## src/rtl/led_pkg.sv

```systemverilog
// Shared state encoding, script entry layout and idle output levels
// for the LED mode sequencer.
package led_pkg;

   typedef enum logic [1:0] {
      IDLE,
      LOAD,
      RUN,
      DONE
   } state_t;

   // Flag positions counted from the top of the duration field
   localparam int LAST_BIT  = 3;
   localparam int PAUSE_BIT = 2;
   localparam int FAST_BIT  = 1;
   localparam int RT_BIT    = 0;
   localparam int DUR_LSB   = 0;

   localparam logic IDLE_PAUSE = 1'b1;
   localparam logic IDLE_FAST  = 1'b0;
   localparam logic IDLE_RT    = 1'b1;

endpackage

```

## src/rtl/led_tick_gen.sv

```systemverilog
// Tick prescaler: counts 0..TICK_DIV-1 while enabled and flags
// the wrap cycle; a synchronous clear parks it at zero.
module led_tick_gen
   import led_pkg::*;
#(
   parameter int TICK_DIV = 50000
) (
   input  logic clk,
   input  logic reset,
   input  logic clr,
   input  logic en,
   output logic tick
);

   localparam int PW = $clog2(TICK_DIV);
   localparam logic [PW-1:0] WRAP = PW'(TICK_DIV - 1);

   logic [PW-1:0] cnt;

   always_ff @(posedge clk) begin
      if (!reset || clr) begin
         cnt <= '0;
      end else if (en) begin
         cnt <= (cnt == WRAP) ? '0 : cnt + PW'(1);
      end
   end

   assign tick = en && (cnt == WRAP);

endmodule

```

## src/rtl/led_mode_sequencer.sv

```systemverilog
// Scripted pause/fast/rt driver for rotate_led: plays a table of
// timed mode steps, optionally looping, with start/stop control.
module led_mode_sequencer
   import led_pkg::*;
#(
   parameter int DEPTH    = 8,
   parameter int DUR_W    = 8,
   parameter int TICK_DIV = 50000
) (
   input  logic                     clk,
   input  logic                     reset,
   input  logic                     wr_en,
   input  logic [$clog2(DEPTH)-1:0] wr_addr,
   input  logic [DUR_W+3:0]         wr_data,
   input  logic                     start,
   input  logic                     stop,
   input  logic                     loop_en,
   output logic                     pause,
   output logic                     fast,
   output logic                     rt,
   output logic [$clog2(DEPTH)-1:0] step_idx,
   output logic                     busy,
   output logic                     done
);

   localparam int AW = $clog2(DEPTH);
   localparam logic [AW-1:0] LAST_IDX = AW'(DEPTH - 1);
   localparam logic [DUR_W-1:0] DUR_ONE = DUR_W'(1);

   logic [DUR_W+3:0] script_mem [DEPTH];

   state_t           state;
   state_t           state_n;
   logic [AW-1:0]    step_n;
   logic [3:0]       act;
   logic [3:0]       act_n;
   logic [DUR_W-1:0] dur_cnt;
   logic [DUR_W-1:0] dur_n;
   logic [DUR_W-1:0] rd_dur;
   logic [3:0]       rd_flags;
   logic             pause_n;
   logic             fast_n;
   logic             rt_n;
   logic             tick;

   always_ff @(posedge clk) begin
      if (wr_en) begin
         script_mem[wr_addr] <= wr_data;
      end
   end

   assign rd_dur   = script_mem[step_idx][DUR_LSB +: DUR_W];
   assign rd_flags = script_mem[step_idx][DUR_W +: 4];

   led_tick_gen #(
      .TICK_DIV (TICK_DIV)
   ) u_tick (
      .clk   (clk),
      .reset (reset),
      .clr   (state_n != RUN),
      .en    (state == RUN),
      .tick  (tick)
   );

   always_comb begin
      state_n = state;
      step_n  = step_idx;
      act_n   = act;
      dur_n   = dur_cnt;
      if (stop) begin
         state_n = IDLE;
         step_n  = '0;
      end else if (start) begin
         state_n = LOAD;
         step_n  = '0;
      end else begin
         unique case (state)
            IDLE: begin
            end
            LOAD: begin
               state_n = RUN;
               act_n   = rd_flags;
               dur_n   = (rd_dur == '0) ? DUR_ONE : rd_dur;
            end
            RUN: begin
               if (tick) begin
                  if (dur_cnt > DUR_ONE) begin
                     dur_n = dur_cnt - DUR_ONE;
                  end else begin
                     dur_n = '0;
                     if (!act[LAST_BIT] && step_idx != LAST_IDX) begin
                        step_n  = step_idx + AW'(1);
                        state_n = LOAD;
                     end else if (loop_en) begin
                        step_n  = '0;
                        state_n = LOAD;
                     end else begin
                        state_n = DONE;
                     end
                  end
               end
            end
            DONE: begin
            end
            default: begin
               state_n = IDLE;
            end
         endcase
      end

      // Outputs are registered from the state being entered
      pause_n = pause;
      fast_n  = fast;
      rt_n    = rt;
      unique case (state_n)
         IDLE: begin
            pause_n = IDLE_PAUSE;
            fast_n  = IDLE_FAST;
            rt_n    = IDLE_RT;
         end
         LOAD: begin
         end
         RUN: begin
            pause_n = act_n[PAUSE_BIT];
            fast_n  = act_n[FAST_BIT];
            rt_n    = act_n[RT_BIT];
         end
         DONE: begin
            pause_n = 1'b1;
            fast_n  = act_n[FAST_BIT];
            rt_n    = act_n[RT_BIT];
         end
         default: begin
         end
      endcase
   end

   always_ff @(posedge clk) begin
      if (!reset) begin
         state    <= IDLE;
         step_idx <= '0;
         act      <= '0;
         dur_cnt  <= '0;
         pause    <= IDLE_PAUSE;
         fast     <= IDLE_FAST;
         rt       <= IDLE_RT;
         busy     <= 1'b0;
         done     <= 1'b0;
      end else begin
         state    <= state_n;
         step_idx <= step_n;
         act      <= act_n;
         dur_cnt  <= dur_n;
         pause    <= pause_n;
         fast     <= fast_n;
         rt       <= rt_n;
         busy     <= (state_n == LOAD) || (state_n == RUN);
         done     <= (state_n == DONE);
      end
   end

endmodule

```

## config.mk

```make
export PLATFORM = sky130hd
export DESIGN_NAME = led_mode_sequencer
export DESIGN_NICKNAME = d
export VERILOG_FILES = /design/src/rtl/led_pkg.sv /design/src/rtl/led_tick_gen.sv /design/src/rtl/led_mode_sequencer.sv
export SDC_FILE = /design/constraint.sdc
export NUM_CORES = 1
export LEC_CHECK = 0
export ABC_AREA = 1
export CAP_MARGIN = 10
export CORE_UTILIZATION = 60
export CTS_CLUSTER_SIZE = 40
export DETAILED_ROUTE_END_ITERATION = 8
export PLACE_DENSITY = 0.85
export SYNTH_ARGS = -nofsm -noshare
export SYNTH_HDL_FRONTEND = slang
export SYNTH_SLANG_ARGS = --single-unit
export TNS_END_PERCENT = 20
```

## constraint.sdc

```tcl
create_clock -name clk -period 6.6 [get_ports clk]
set_input_delay 1.32 -clock clk [delete_from_list [all_inputs] [get_ports clk]]
set_output_delay 1.32 -clock clk [all_outputs]
set_load 0.02 [all_outputs]
```

Word level (Yosys, flattened, before mapping) --
Memories as Yosys holds them, arrays and structs flattened. A register that Yosys moved wholly into a read port is not among the register bits. Index checks and enable logic that the tools add are counted.
Storage, ports and cells: output and inout bits 8, logic and storage cells 71, memory bits (writable) 96, bits of input ports 21, register bits 38, memories kept 1
Memory list:
- script_mem | depth 8, width 12, read ports 1, clocked after memory_dff 1, wr ports 1, RTL line led_mode_sequencer.sv:30 | logic [DUR_W+3:0] script_mem [DEPTH];
Cells by class: bitwise logic cells 4, add/subtract/negate cells 3, reduce and logical (&&, ||, !) cells 18, magnitude comparators 1, eq/ne operators 9, muxes and demuxes 24
Operator list (number):
- $mux W8 | 3
- $mux W3 | 7
- $add A16 B1 Y16 const B | 1
- $eq A16 B16 Y1 const B | 1
- $mux W16 | 1
- $pmux W8 S2 | 1
- $mux W2 | 6
- $gt A8 B1 Y1 const B | 1
- $logic_not A8 Y1 | 1
- $reduce_and A4 Y1 | 2
- $reduce_bool A2 Y1 | 4
- $sub A8 B1 Y8 const B | 1
- $eq A2 B2 Y1 const B | 3
- $pmux W1 S2 | 3
- $eq A2 B1 Y1 const B | 2
- $ne A2 B2 Y1 const B | 2
- $not A1 Y1 | 4
- $pmux W2 S2 | 1
- $reduce_or A2 Y1 | 2
- $add A3 B1 Y3 const B | 1
- $ne A3 B3 Y1 const B | 1
- $reduce_and A3 Y1 | 1
- $reduce_or A3 Y1 | 1
- $logic_and A1 B1 Y1 | 2
- 4 further kinds | 7

Depth between registers and ports, before layout --
word-level depth 11, gate-level depth with buffers 18, mapped depth without buffers 18

Hierarchy --
A second synthesis with hierarchy kept.
Unflattened totals: cells, all modules 677, area, all modules 6308.6 sq um
By module, submodules not included:
- led_mode_sequencer | area an instance 5328.9 sq um, times used 1, cells an instance 532, sequential area each 3383.2 sq um
- led_tick_gen | area an instance 979.7 sq um, times used 1, cells an instance 145, sequential area each 320.3 sq um

Worst setup path before layout --
Ideal clock, no wire load.
path type in2reg, from in loop_en, to reg u_tick.cnt[10], buffers on the path 0, arrival time 2.727 ns, library setup time 0.070 ns, cell stages on the path 14, slack 3.804 ns, required time 6.530 ns, path through o21ai_0 > o21ai_0 > nand2_1 > nand3_1 > nand2_1 > nand2_1 > inv_1 > ha_1 > nand2_1 > inv_1 > nand2_1 > inv_1 > o21ai_0 > a21oi_1
Between the ends: word-level cells in the longest chain between the ends 9
Ends and longest elaborated chain:
- from (decl) | RTL line led_mode_sequencer.sv:17 | input logic loop_en,
- $mux W2 | RTL line led_mode_sequencer.sv:94 | end else if (loop_en) begin
- $mux W2 | RTL line led_mode_sequencer.sv:91 | if (!act[LAST_BIT] && step_idx != LAST_IDX) begin
- $mux W2 | RTL line led_mode_sequencer.sv:87 | if (dur_cnt > DUR_ONE) begin
- $mux W2 | RTL line led_mode_sequencer.sv:86 | if (tick) begin
- $pmux W2 S2 | RTL line led_mode_sequencer.sv:77 | unique case (state)
- $mux W2 | RTL line led_mode_sequencer.sv:73 | end else if (start) begin
- $mux W2 | RTL line led_mode_sequencer.sv:70 | if (stop) begin
- named net state_n[1] | RTL line led_mode_sequencer.sv:33 | state_t state_n;
- $ne A2 B2 Y1 | RTL line led_mode_sequencer.sv:60 | .clr (state_n != RUN),
- $logic_or A1 B1 Y1 | RTL line led_tick_gen.sv:21 | if (!reset || clr) begin
- to (signal assigned) | RTL line led_tick_gen.sv:24 | cnt <= (cnt == WRAP) ? '0 : cnt + PW'(1);
- to (decl) | RTL line led_tick_gen.sv:18 | logic [PW-1:0] cnt;
The timed path passes the listed nets, and every way through them passes these cells. A chain may end at the register's enable or synchronous reset.

Worst setup path in the final report --
Same ends and word-level chain as after synthesis.

==> impl_metrics.tcl <==
set metrics [dict create \
    status "completed" \
    vdd_drop_max_mv 0.262 \
    dpl_cell_area_um2 6440 \
    rsz0062_at_grt "false" \
    slew_viol_final 0 \
    dp_cells 791 \
    syn_inst 638 \
    crit_arrival_ps 3630 \
    max_cap_viol_count 0 \
    cp_data_required_time_ps 7060 \
    drive_gt1_share_pct 7.25 \
    end_kind "flip-flop" \
    cp_top_family "buffers and inverters" \
    synth_cell_type_count 34 \
    syn_nets 669 \
    gp_congestion 0.874 \
    io_buffers 28 \
    core_area_um2 9730 \
    setup_violations 0 \
    synth.cell_area_um2 6010 \
    final_common_cell "nand2_1" \
    ys_seq_elements 137 \
    die_w_um 102 \
    synth_top_area_share_pct 48.0 \
    cts_hold_buffers 0 \
    period_share_pct 47.9 \
    drt_iter0_markers 336 \
    grt_overflow 0 \
    ant_nets 0 \
    synthFlopType "edfxtp_1" \
    clk_path_buf_depth 2 \
    wire_per_inst_um 15.7 \
    setup-tns-final_ps 0 \
    io_pins 29 \
    nFillCells 642 \
    fin_area_um2 7050 \
    area_growth_pct 17.4 \
    ys_async_sr_fraction_pct 0 \
    htree_levels 4 \
    cts_sinks 137 \
    cp-start-kind "primary input" \
    grt_max_degree 51 \
    drc 0 \
    fmax_ghz 0.316 \
    crit_fanout 7 \
    period_minus_slack_ps 3160 \
    tightest_slew_ps 649 \
    grt_usage_pct 26.8 \
    max_stage_delay_ps 410 \
    final_cells 823 \
    cts_resized 0 \
    dr.pass1.iters 5 \
    numCtsBuffers 17 \
    diodes 0 \
    start_util_pct 61.7 \
    relSlewSlack_pct 56.3 \
    clock_latency_ps 540 \
    num_rows 36 \
    clkTransAtPathRegs_ps 60 \
    cts_tree "done" \
    p_total_mw 2.00 \
    vias 4579 \
    path_common_cell "nand2_1" \
    grt_pass1_vias 4525 \
    hp-class "reg2reg" \
    ys_warn_count 0 \
    synth_area_leaders "edfxtp_1 (48%), dfxtp_1 (14%), nand2_1 (9.4%)" \
    antenna_found_initial 0 \
    via_per_inst 5.56 \
    num-nets-final 708 \
    drt-total-wl_um 12900 \
    path_cells "clkdlybuf4s50_1, o21ai_0, o21ai_0, nand2_1, nand3_1, nand2_1, nand2_1, inv_1, ha_1, nand2_1, inv_1, nand2_1, inv_1, o21ai_0, a21oi_1" \
    crit_slowest_cell "clkdlybuf4s50_1" \
    final_cell_mix "nand2_1 (150), edfxtp_1 (96), inv_1 (81)" \
    crit_buf_inv 4 \
    synth_edf_count 96 \
    hold_viol_final 0 \
    avgSynthCellArea_um2 9.41 \
    critical_path_class "in2reg" \
    finish.utilization_pct 72.5 \
    p_leak_nw 2.77 \
    cts_setup_buffers 0 \
    p_per_area_nw_per_um2 284 \
    yosys.area.top_type "edfxtp_1" \
    skew_ps 9.52 \
    dieArea_um2 10400 \
    root_buffer "clkbuf_8" \
    hpwlAfterDp_um 7740 \
    die_h_um 102 \
    synth_seq_area_share_pct 61.7 \
    grt_pass1_wl_um 20600 \
]
[cell usage after synthesis, drive strengths merged (5+ instances only)]
master,n
a21oi,27
buf,9
clkbuf,10
dfxtp,41
edfxtp,96
ha,10
inv,82
nand2,152
nand3,48
nor2,81
nor3,9
o211ai,6
o21ai,39
o22ai,5
xor2,7
[report_power, final]
group / internal [mW] / switching (mW) / total [mW]
clock network: 0.616 / 0.365 / 0.981
registers: 0.942 / 0.00686 / 0.949
logic: 0.0278 / 0.0460 / 0.0738
[worst reg2reg max path, delay by kind of cell, from the launching register on]
kind                     cells  cell delay [ps]
adder cells (fa/ha/maj)      2              680
AO/OA/AOI/OAI                3              450
AND/OR/NAND/NOR              5              570
buffers and inverters        5              750
flip-flops                   1              320
[cell families (layout without fill, tap and decap cells)]
kind of cell	Yosys count	count (layout)	share of synthesized area (%)
AOI/OAI and AO/OA	84	84	7.67
xor gates and xnor gates	7	7	1.02
adders and majority gates	10	10	2.08
buffers and inverters	103	155	6.83
DFF	137	137	61.7
and+or+nand+nor	297	297	20.7
[area by class of cell]
type | instances | area, um^2 | share of cell area [%]
Clock buffer | 18 | 418 | 5.93
Clock inverter | 14 | 195 | 2.77
Inverter | 84 | 315 | 4.47
Multi-Input combinational cell | 398 | 1890 | 26.8
Sequential cell | 137 | 3700 | 52.5
Tap cell | 133 | 166 | 2.36
Timing Repair Buffer | 39 | 363 | 5.14
[stage by stage]
step           hold slack [ps]  setup slack [ps]
2_1_floorplan              441              3800
3_3_place_gp               451              3110
3_5_place_dp               464              2970
4_1_cts                    479              3480
5_1_grt                    501              3220
6_report                   481              3440
[path summary, 6_finish.rpt]
path                                                 start                     endpoint  slack [ps]  depth (start not counted)
worst min register to register  u_tick.cnt[9]$_SDFFE_PP0P_   u_tick.cnt[9]$_SDFFE_PP0P_         480                          1
worst max-delay path                               loop_en  u_tick.cnt[10]$_SDFFE_PP0P_        3440                         15
worst min-delay path            u_tick.cnt[9]$_SDFFE_PP0P_   u_tick.cnt[9]$_SDFFE_PP0P_         480                          1
worst max register to register         state[0]$_SDFF_PN0_  u_tick.cnt[10]$_SDFFE_PP0P_        3760                         15
[flip-flops by register name (all words and copies together) (netlist names), named ones only]
register	cells
done	1
script_mem	96
rt	1
u_tick.cnt	16
step_idx	3
busy	1
pause	1
fast	1
act	4
state	2
dur_cnt	8
[routing by layer]
metal / GRT usage (%) / share of wire (%) / up-vias
li1: - / - / 2192
met1: 31.6 / 40 / 2140
met2: 45.4 / 51 / 211
met3: 7.39 / 7.1 / 36
met4: 13.2 / 2.6 / 0
met5: 0 / 0 / -
No activity file was read; power rests on OpenSTA's default activity.
